<file path="src/rtl/fetch_unit.sv">
// Instruction-fetch stage: owns PC and IR, fetches one word per strobe over a
// ready-handshaked memory port, applies branch redirects and slices the IR.
module fetch_unit #(
    parameter int unsigned            ADDR_W   = 16,
    parameter logic [ADDR_W-1:0]      RESET_PC = '0,
    parameter int unsigned            TIMEOUT  = 15
) (
    input  logic              clk,
    input  logic              rst_f,
    input  logic              fetch_req,
    input  logic              br_taken,
    input  logic [ADDR_W-1:0] br_addr,
    output logic              imem_req,
    output logic [ADDR_W-1:0] imem_addr,
    input  logic              imem_rdy,
    input  logic [31:0]       imem_data,
    output logic [ADDR_W-1:0] pc,
    output logic [31:0]       ir,
    output logic [3:0]        opcode,
    output logic [3:0]        mm,
    output logic [3:0]        rd,
    output logic [3:0]        rs,
    output logic [3:0]        rt,
    output logic [15:0]       imm,
    output logic              ir_valid,
    output logic              busy,
    output logic              halted,
    output logic              fetch_err
);

    localparam int unsigned CNT_W  = 8;
    localparam logic [3:0]  OP_HLT = 4'hF;

    typedef enum logic [1:0] {
        S_IDLE,
        S_REQ,
        S_HALT,
        S_ERR
    } state_t;

    state_t              state_q, state_n;
    logic [ADDR_W-1:0]   pc_q, pc_n;
    logic [ADDR_W-1:0]   tgt_q, tgt_n;
    logic                pend_q, pend_n;
    logic [CNT_W-1:0]    cnt_q, cnt_n;
    logic [31:0]         ir_n;
    logic                ir_valid_n;

    // Next-state and datapath updates
    always_comb begin
        state_n    = state_q;
        pc_n       = pc_q;
        tgt_n      = tgt_q;
        pend_n     = pend_q;
        cnt_n      = cnt_q;
        ir_n       = ir;
        ir_valid_n = 1'b0;
        case (state_q)
            S_IDLE: begin
                // Branch lands in pc first so a same-cycle fetch uses the target
                if (br_taken) pc_n = br_addr;
                if (fetch_req) begin
                    state_n = S_REQ;
                    cnt_n   = '0;
                    pend_n  = 1'b0;
                end
            end
            S_REQ: begin
                if (br_taken) begin
                    pend_n = 1'b1;
                    tgt_n  = br_addr;
                end
                if (imem_rdy) begin
                    ir_n       = imem_data;
                    pc_n       = pend_q ? tgt_q : pc_q + ADDR_W'(1);
                    pend_n     = 1'b0;
                    cnt_n      = '0;
                    ir_valid_n = 1'b1;
                    state_n    = (imem_data[31:28] == OP_HLT) ? S_HALT : S_IDLE;
                end else if (cnt_q == CNT_W'(TIMEOUT - 1)) begin
                    cnt_n   = cnt_q + CNT_W'(1);
                    state_n = S_ERR;
                end else begin
                    cnt_n = cnt_q + CNT_W'(1);
                end
            end
            S_HALT: state_n = S_HALT;
            S_ERR:  state_n = S_ERR;
            default: state_n = S_IDLE;
        endcase
    end

    // State and registered outputs
    always_ff @(posedge clk) begin
        if (rst_f) begin
            state_q   <= S_IDLE;
            pc_q      <= RESET_PC;
            tgt_q     <= '0;
            pend_q    <= 1'b0;
            cnt_q     <= '0;
            ir        <= '0;
            ir_valid  <= 1'b0;
            imem_req  <= 1'b0;
            busy      <= 1'b0;
            halted    <= 1'b0;
            fetch_err <= 1'b0;
        end else begin
            state_q   <= state_n;
            pc_q      <= pc_n;
            tgt_q     <= tgt_n;
            pend_q    <= pend_n;
            cnt_q     <= cnt_n;
            ir        <= ir_n;
            ir_valid  <= ir_valid_n;
            imem_req  <= (state_n == S_REQ);
            busy      <= (state_n == S_REQ);
            halted    <= (state_n == S_HALT);
            fetch_err <= (state_n == S_ERR);
        end
    end

    assign pc        = pc_q;
    assign imem_addr = pc_q;
    assign opcode    = ir[31:28];
    assign mm        = ir[27:24];
    assign rd        = ir[23:20];
    assign rs        = ir[19:16];
    assign rt        = ir[15:12];
    assign imm       = ir[15:0];

endmodule

</file>
<file path="config.mk">
export PLATFORM = sky130hd
export DESIGN_NAME = fetch_unit
export DESIGN_NICKNAME = d
export VERILOG_FILES = /design/src/rtl/fetch_unit.sv
export SDC_FILE = /design/constraint.sdc
export NUM_CORES = 1
export LEC_CHECK = 0
export BUFFER_PORTS_ARGS = -buffer_cell sky130_fd_sc_hd__buf_2
export CAP_MARGIN = 40
export CORE_MARGIN = 2
export CORE_UTILIZATION = 44
export DETAILED_ROUTE_END_ITERATION = 12
export PLACE_DENSITY = 0.86
export SETUP_SLACK_MARGIN = 0.4
export SLEW_MARGIN = 25
export SYNTH_ARGS = -nofsm -noshare
export SYNTH_HDL_FRONTEND = slang
export SYNTH_SLANG_ARGS = --single-unit
export TNS_END_PERCENT = 100
</file>
<file path="constraint.sdc">
create_clock -name clk -period 1.5 [get_ports clk]
set_input_delay 0.375 -clock clk [delete_from_list [all_inputs] [get_ports clk]]
set_output_delay 0.375 -clock clk [all_outputs]
set_load 0.05 [all_outputs]
</file>
Word level (Yosys, flattened, before mapping)
Cells that the tools add are included.
W data, S select, Z words.

cells by class
  add/subtract/negate cells = 2
  eq/ne operators = 12
  mux-type cells = 17
  bitwise logic cells = 1
  reductions and logical operators = 8

operator list
  cell                     number
  $mux W16                 3
  $pmux W16 S2             1
  $add A16 B1 Y16 const B  1
  $mux W8                  2
  $pmux W8 S2              1
  $add A8 B1 Y8 const B    1
  $eq A2 B2 Y1 const B     4
  $eq A8 B4 Y1 const B     1
  $mux W2                  4
  $pmux W2 S4              1
  $ne A2 B2 Y1 const B     3
  $reduce_and A2 Y1        3
  $reduce_and A3 Y1        2
  $eq A2 B1 Y1 const B     2
  $eq A4 B4 Y1 const B     1
  $mux W1                  4
  $ne A3 B3 Y1 const B     1
  $logic_not A2 Y1         1
  $pmux W1 S2              1
  $reduce_bool A2 Y1       1
  $reduce_or A2 Y1         1
  $not A1 Y1               1

storage, ports and cells
  register bits = 79
  input bits = 53
  output and inout port bits = 105
  logic and storage cells = 50

Logic depth before layout (Yosys ltp)
Gate-level depths: netlist (run 1).

  word-level depth = 5
  depth in mapped cells = 7
  depth with buffers taken out = 6

Least setup slack after synthesis (run 1)
Ideal clock, no wire load.

  path type = reg2reg
  start = reg pc_q[2] (netlist: imem_addr[2])
  end = reg pc_q[15] (netlist: imem_addr[15])
  library setup time = 91 ps
  arrival = 2,026 ps
  data required time = 1,409 ps
  setup slack = -617 ps
  cell stages (with the launch flop) = 7
  path buffers = 2
  clock period less this slack = 2,117 ps
  cell sequence = dfxtp_1 clkbuf_2 nand4_4 or2_1 clkbuf_2 or4_1 a311oi_1

on the way
  word-level cells in the longest chain between the ends = 4

RTL lines
  element                 line  RTL
  start, declared         42    logic [ADDR_W-1:0] pc_q, pc_n;
  start signal, assigned  109   pc_q <= pc_n;
  $add A16 B1 Y16         75    pc_n = pend_q ? tgt_q : pc_q + ADDR_W'(1);
  $mux W16                75
  $mux W16                73    if (imem_rdy) begin
  $pmux W16 S2            58    case (state_q)

Every way passes these cells. The select of a mux whose other input is x is not followed.
A chain may end at the register's enable or synchronous reset.

Worst setup path in the final report (run 1)
  start = reg pc_q[8] (netlist: imem_addr[8])
  end = reg pc_q[9] (netlist: imem_addr[9])

The elaborated chain is that of the path after synthesis.

==> results.cfg, run 1 <==
[detailed_routing]
first_pass_iters = 9
vias = 5969
drt_iter0_markers = 739
drc = 0
postRouteAntennaNets = 0
wl_microns = 27700
routedWlPerCell_microns = 32.5
drt-vias-per-instance = 6.99

[power]
p_int_w = 0.00453
powerDensity_mw_per_mm2 = 855
p_seq_share_pct = 32.2
ir_drop_v = 0.00101
swShare_pct = 37.9
leakage_nw = 3.50
pwr-share-clk_pct = 28.3
p_sw_w = 0.00277
comb_power_share_pct = 39.5

[synth]
synthFlopType = dfxtp_1
ys_async_sr_fraction_pct = 0
ys_seq_elements = 79
synth.most_common_cell = nand2_1
ys_types = 60
synth_nets = 557
synthTopCellsByCount = 114 x nand2_1, 79 x dfxtp_1, 60 x a21oi_1
netlist.area_leader.share_pct = 39.9
syn_area_sq_mm = 0.00396
synth_area_leader_cell = dfxtp_1
syn_inst = 501
ys_warn_count = 0
synth_area_leaders = dfxtp_1 40%, nand2_1 11%, buf_4 10%
synth_edf_count = 0
yosysSeqAreaShare_pct = 39.9
avgSynthCellArea_sq_um = 7.91

[sta]
setup_tns_ns = -6.82
finalCritPeriodShare_pct = 140
rsz0062_at_grt = true
clock_skew_ns = 0.0216
max_freq_mhz = 475
setup_slack_ns = -0.604
finalSetupViolCount = 77
relSlewSlack_pct = 52.7
hold_viol = 0
fin_crit_ns = 2.10
slew_viol_final = 0
worst_pin_slew_ns = 0.710

[placed_design]
gp_congestion = 0.912
io_buffer_count = 157
detailed_place_hpwl_microns = 8220

[setup_path]
worstPathArrival_ns = 2.32
cp_common_cell = buf_6
crit_path_start_kind = flip-flop
cp_slowest_cell = a221oi_2
cp_max_fo = 5
critPathCaptureType = flip-flop
cp_slowest_stage_delay_ns = 0.64
cp.required_ns = 1.71
cp_cell_sequence = buf_6 -> buf_6 -> nand2_1 -> nor3_2 -> mux2i_2 -> a221oi_2
crit_type = flip-flop to flip-flop

[finish]
area_growth_pct = 115
post-route-util_pct = 97.9
drive_above_1_share_pct = 74.0
fin_nets = 797
n_antenna_cell = 0
nFillCells = 111

[global_routing]
grt_usage_pct = 39.2
grt_overflow_total = 0
grt_pass1_wl_microns = 29800
grt_max_degree = 45
first_global_vias = 5290
antenna_found_initial = 1

[floorplanning]
rows = 34
dieWidth_microns = 98.9
fp.dieH_microns = 98.9
dieArea_sq_mm = 0.00978
ios = 158
core_sq_mm = 0.00872
initial_core_util_pct = 45.4

[clock_network]
clk_latency_ns = 0.39
path_clk_slew_ns = 0.11
cts_made_buffers = 9
clockRootBuffer = clkbuf_8
cts_hold_buf = 0
cts_tree = yes
cts.sinks = 79
clockBufferDepth = 2
htreeDepth = 3

[run]
drv_cap = 0

[hold_path]
min_path_type = input port to flip-flop

[status]
violations = negative setup slack
status = finished, violations left
## path summary, 6_finish.rpt
check                                 start                   endpoint  slack [ns]  cells past startpoint
setup / recovery  imem_addr[8]$_SDFFE_PP0P_  imem_addr[9]$_SDFFE_PP0P_       -0.60                      6
hold / removal                imem_data[18]        ir[18]$_SDFFE_PP0P_        0.24                      3
setup reg to reg  imem_addr[8]$_SDFFE_PP0P_  imem_addr[9]$_SDFFE_PP0P_       -0.60                      6
hold reg to reg       tgt_q[9]$_SDFFE_PP0P_      tgt_q[9]$_SDFFE_PP0P_        0.50                      2
## what timing repair did
action                                  4_1_cts  5_1_grt
gates resized for setup                     515       99
setup buffers                                47       51
endpoints found under the setup margin      183      184
pin swaps                                    79       46
gates cloned                                  8        1
## power by group through the flow
stage	combinational (W)	sequential (W)	clock [W]
CTS	0.00222	0.00231	0.00189
global placement	0.00142	0.00230	0
global route	0.00289	0.00235	0.00210
finish	0.00288	0.00235	0.00207
detailed placement	0.00144	0.00231	0
floorplan	0.000844	0.00259	0
## final cells by class
| cell class | count | area, sq um | share of cell area [%] |
|---|---|---|---|
| inverters | 7 | 28.8 | 0.337 |
| well taps | 108 | 135 | 1.58 |
| multi-input cells | 335 | 2880 | 33.7 |
| clock inverters | 5 | 98.8 | 1.16 |
| clock buffers | 11 | 131 | 1.54 |
| flip-flops and latches | 79 | 1780 | 20.9 |
| repair buffers | 309 | 3480 | 40.8 |
## through the flow
stage / power [W] / hold WS, ns / instance area, sq um / instances / setup slack [ns]
final: 0.00729 / 0.235 / 8540 / 854 / -0.604
after detailed placement: 0.00375 / 0.446 / 5040 / 731 / -0.0959
after global routing: 0.00734 / 0.234 / 8540 / 854 / -0.523
after floorplan: 0.00344 / 0.431 / 4360 / 501 / -0.220
after CTS: 0.00642 / 0.236 / 7620 / 802 / -0.0701
after global placement: 0.00372 / 0.437 / 5040 / 731 / -0.0350
## critical path, delay by kind of cell, from the launching register on
family / cells / cell delay, ns
mux: 1 / 0.11
compound gates: 1 / 0.64
simple gates: 2 / 0.55
buf+inv: 2 / 0.22
flops: 1 / 0.40
## state kept, by name (all words and copies together) (netlist names)
signal     count
tgt_q         16
busy           1
state_q        2
imem_addr     16
cnt_q          8
fetch_err      1
halted         1
ir            32
ir_valid       1
pend_q         1
## placed cells by master (no fill, tap or decap), drive strengths merged, types with 5 or more instances in the layout
cell type / instances
buf: 308
nand2: 114
dfxtp: 79
a21oi: 62
nor2: 23
clkbuf: 12
o21ai: 12
nand4: 10
nor3: 9
nand3: 9
nand2b: 8
a211oi: 7
inv: 7
mux2i: 5
xnor2: 5
and2: 5
nor4: 5
## layer usage
layer	routed length [microns]	GRT usage [%]	vias up	share of wire [%]
met2	12200	67.2	716	44
met5	0	0	-	0
met4	3190	25.9	0	11
li1	-	-	2167	-
met3	3640	7.87	322	13
met1	8680	43.7	2764	31
## cell families (layout without fill, tap and decap cells)
kind of cell,Yosys count,count (layout),share of synthesized area [%]
and+or+nand+nor,201,202,24.0
AOI/OAI and AO/OA,113,114,17.7
buffers and inverters,89,332,13.6
DFF,79,79,39.9
xor gates and xnor gates,9,9,1.99
muxes,7,7,1.83
adders and majority gates,3,3,0.948
Power figures use the tool's default switching activity.
==> run 2: changes to the inputs <==
==> constraint.sdc (replaced) <==
create_clock -name clk -period 1.5 [get_ports clk]
set_input_delay 0.375 -clock clk [delete_from_list [all_inputs] [get_ports clk]]
set_output_delay 0.375 -clock clk [all_outputs]
set_load 0.005 [all_outputs]
==> run 2 against run 1 <==
Against the previous run:
- the flow still finishes with violations (negative setup slack)
- via count is 13% lower
- final cell count down 2.5%
- sequential share of layout area increased by 1.8 points
- global-route usage decreased by 7.6 points
- combinational power is 34% lower
- first-iteration DRC count down 39%
- die area unchanged
- critical path depth is 1 lower
- clock power is 19% lower
- clock-buffer cell count did not move
- design area shrank 13%
- largest power group is now sequential cells
==> results.cfg, run 2 (synthesis gave the netlist of run 1 again) <==
[status]
status = finished, violations left
violations = negative setup slack

[clock_network]
cts_made_buffers = 9
clk_latency_ns = 0.37
cts_tree = yes
clockBufferDepth = 2
path_clk_slew_ns = 0.11
cts.sinks = 79
clockRootBuffer = clkbuf_8
htreeDepth = 3

[setup_path]
crit_path_start_kind = flip-flop
cp_cell_sequence = buf_4 -> and4_4 -> nand4_1 -> o311a_1 -> o32ai_2
worstPathArrival_ns = 1.90
cp_max_fo = 3
r2r_slack_ns = -0.15
cp_slowest_cell = dfxtp_4
r2r-start = imem_addr[3]$_SDFFE_PP0P_
critPathCaptureType = flip-flop
cp.required_ns = 1.75
crit_type = flip-flop to flip-flop
timing.critical_path.to = imem_addr[8]$_SDFFE_PP0P_
cp_slowest_stage_delay_ns = 0.40
reg2regPathDepth = 5
r2r-end = imem_addr[8]$_SDFFE_PP0P_
crit_start = imem_addr[3]$_SDFFE_PP0P_

[power]
leakage_nw = 3.31
powerDensity_mw_per_mm2 = 794
ir_drop_v = 0.000488

[floorplanning]
initial_core_util_pct = 45.4
fp.dieH_microns = 98.9
dieArea_sq_mm = 0.00978
core_sq_mm = 0.00872
ios = 158
dieWidth_microns = 98.9
rows = 34

[global_routing]
gr-usage-met2_pct = 55.7
grt_max_degree = 30
antenna_found_initial = 1
busiest_layer = met2
grt_usage_pct = 31.6
first_global_vias = 4774
grt_use_met1_pct = 37.0
grt_overflow_total = 0
grt_util_met3_pct = 4.11
grt_pass1_wl_microns = 24600

[sta]
slew_viol_final = 0
rsz0062_at_grt = true
finalSetupViolCount = 14
fin_crit_ns = 1.65
relSlewSlack_pct = 55.6
hold_viol = 0
finalCritPeriodShare_pct = 110
worst_pin_slew_ns = 0.666
setup_tns_ns = -1.15
max_freq_mhz = 605
setup_slack_ns = -0.152
clock_skew_ns = 0.0216

[placed_design]
detailed_place_hpwl_microns = 7900
gp_congestion = 0.928
io_buffer_count = 157

[detailed_routing]
wl_microns = 20200
postRouteAntennaNets = 0
first_pass_iters = 5
vias = 5164
drt_iter0_markers = 448
routedWlPerCell_microns = 24.2
drc = 0
drt-vias-per-instance = 6.20

[finish]
fin_nets = 775
area_growth_pct = 87.7
drive_above_1_share_pct = 74.7
mostFrequentLayoutCells = 111 x buf_2, 91 x buf_6, 65 x buf_4, 49 x nand2_1, 49 x a21oi_2
post-route-util_pct = 85.2
final_common_cell = buf_2
largest_reg_flops = 32
regMostFlops = ir

[hold_path]
min_path_type = input port to flip-flop

[run]
drv_cap = 0
run 2: cell types whose count changed in the layout (fill, tap and decap cells not counted), moves of 12 or more:
cell / change
buf_6: +42
dfxtp_2: +33
dfxtp_4: -36
buf_4: -18
buf_2: +59
nand2_1: -12
buf_8: -99
run 2: power by group:
group | internal, W | leakage [nW] | total [W] | switching [W]
combinational | 0.000975 | 2.54 | 0.00190 | 0.000922
clock | 0.000815 | 0.0959 | 0.00168 | 0.000866
sequential | 0.00220 | 0.671 | 0.00233 | 0.000122
total | 0.00399 | 3.31 | 0.00590 | 0.00191
run 2: repair_timing:
action                     4_1_cts  5_1_grt
pin swaps                       55       50
hold endpoints to repair         0        0
gates cloned                     8        3
setup endpoints to repair      182      184
hold buffers                     0        0
setup buffers                   44       31
resized for setup              252      144
run 2: layout make-up:
class	count	area, sq um
Tap cell	108	135
Clock inverter	5	56.3
Multi-Input combinational cell	334	2850
Antenna cell	1	2.50
Inverter	7	28.8
Clock buffer	11	141
Sequential cell	79	1690
Timing Repair Buffer	288	2540
Fill cell	412	1290
run 2: worst min path at each step:
stage,startpoint,to,slack (ns),depth (start not counted)
floorplan,tgt_q[14]$_SDFFE_PP0P_,tgt_q[14]$_SDFFE_PP0P_,0.43,2
global placement,tgt_q[14]$_SDFFE_PP0P_,tgt_q[14]$_SDFFE_PP0P_,0.44,2
detailed placement,tgt_q[10]$_SDFFE_PP0P_,tgt_q[10]$_SDFFE_PP0P_,0.44,2
CTS,imem_data[10],ir[10]$_SDFFE_PP0P_,0.24,3
global route,imem_data[20],ir[20]$_SDFFE_PP0P_,0.25,3
finish,imem_data[20],ir[20]$_SDFFE_PP0P_,0.25,3
run 2: metrics by stage:
stage	std cells	hold WS [ns]	total power (W)	cell area, sq um	worst slack [ns]
after detailed placement	730	0.445	0.00324	4870	-0.119
after floorplan	501	0.431	0.00291	4160	-0.0834
final	833	0.246	0.00590	7430	-0.152
after CTS	798	0.240	0.00539	6500	-0.129
after global placement	730	0.438	0.00321	4870	-0.0189
after global routing	833	0.248	0.00602	7430	-0.207
run 2: critical path, delay by kind of cell, from the launching register on:
kind                   cells  cell delay (ns)
flip-flops                 1             0.40
AND/OR/NAND/NOR            2             0.40
buffers and inverters      1             0.13
AO/OA/AOI/OAI              2             0.61
run 2: routing by layer:
layer | share of wire (%) | vias to the layer above
met1 | 35 | 2476
li1 | - | 2117
met3 | 8.6 | 126
met4 | 6.3 | 0
met2 | 50 | 445
met5 | 0 | -
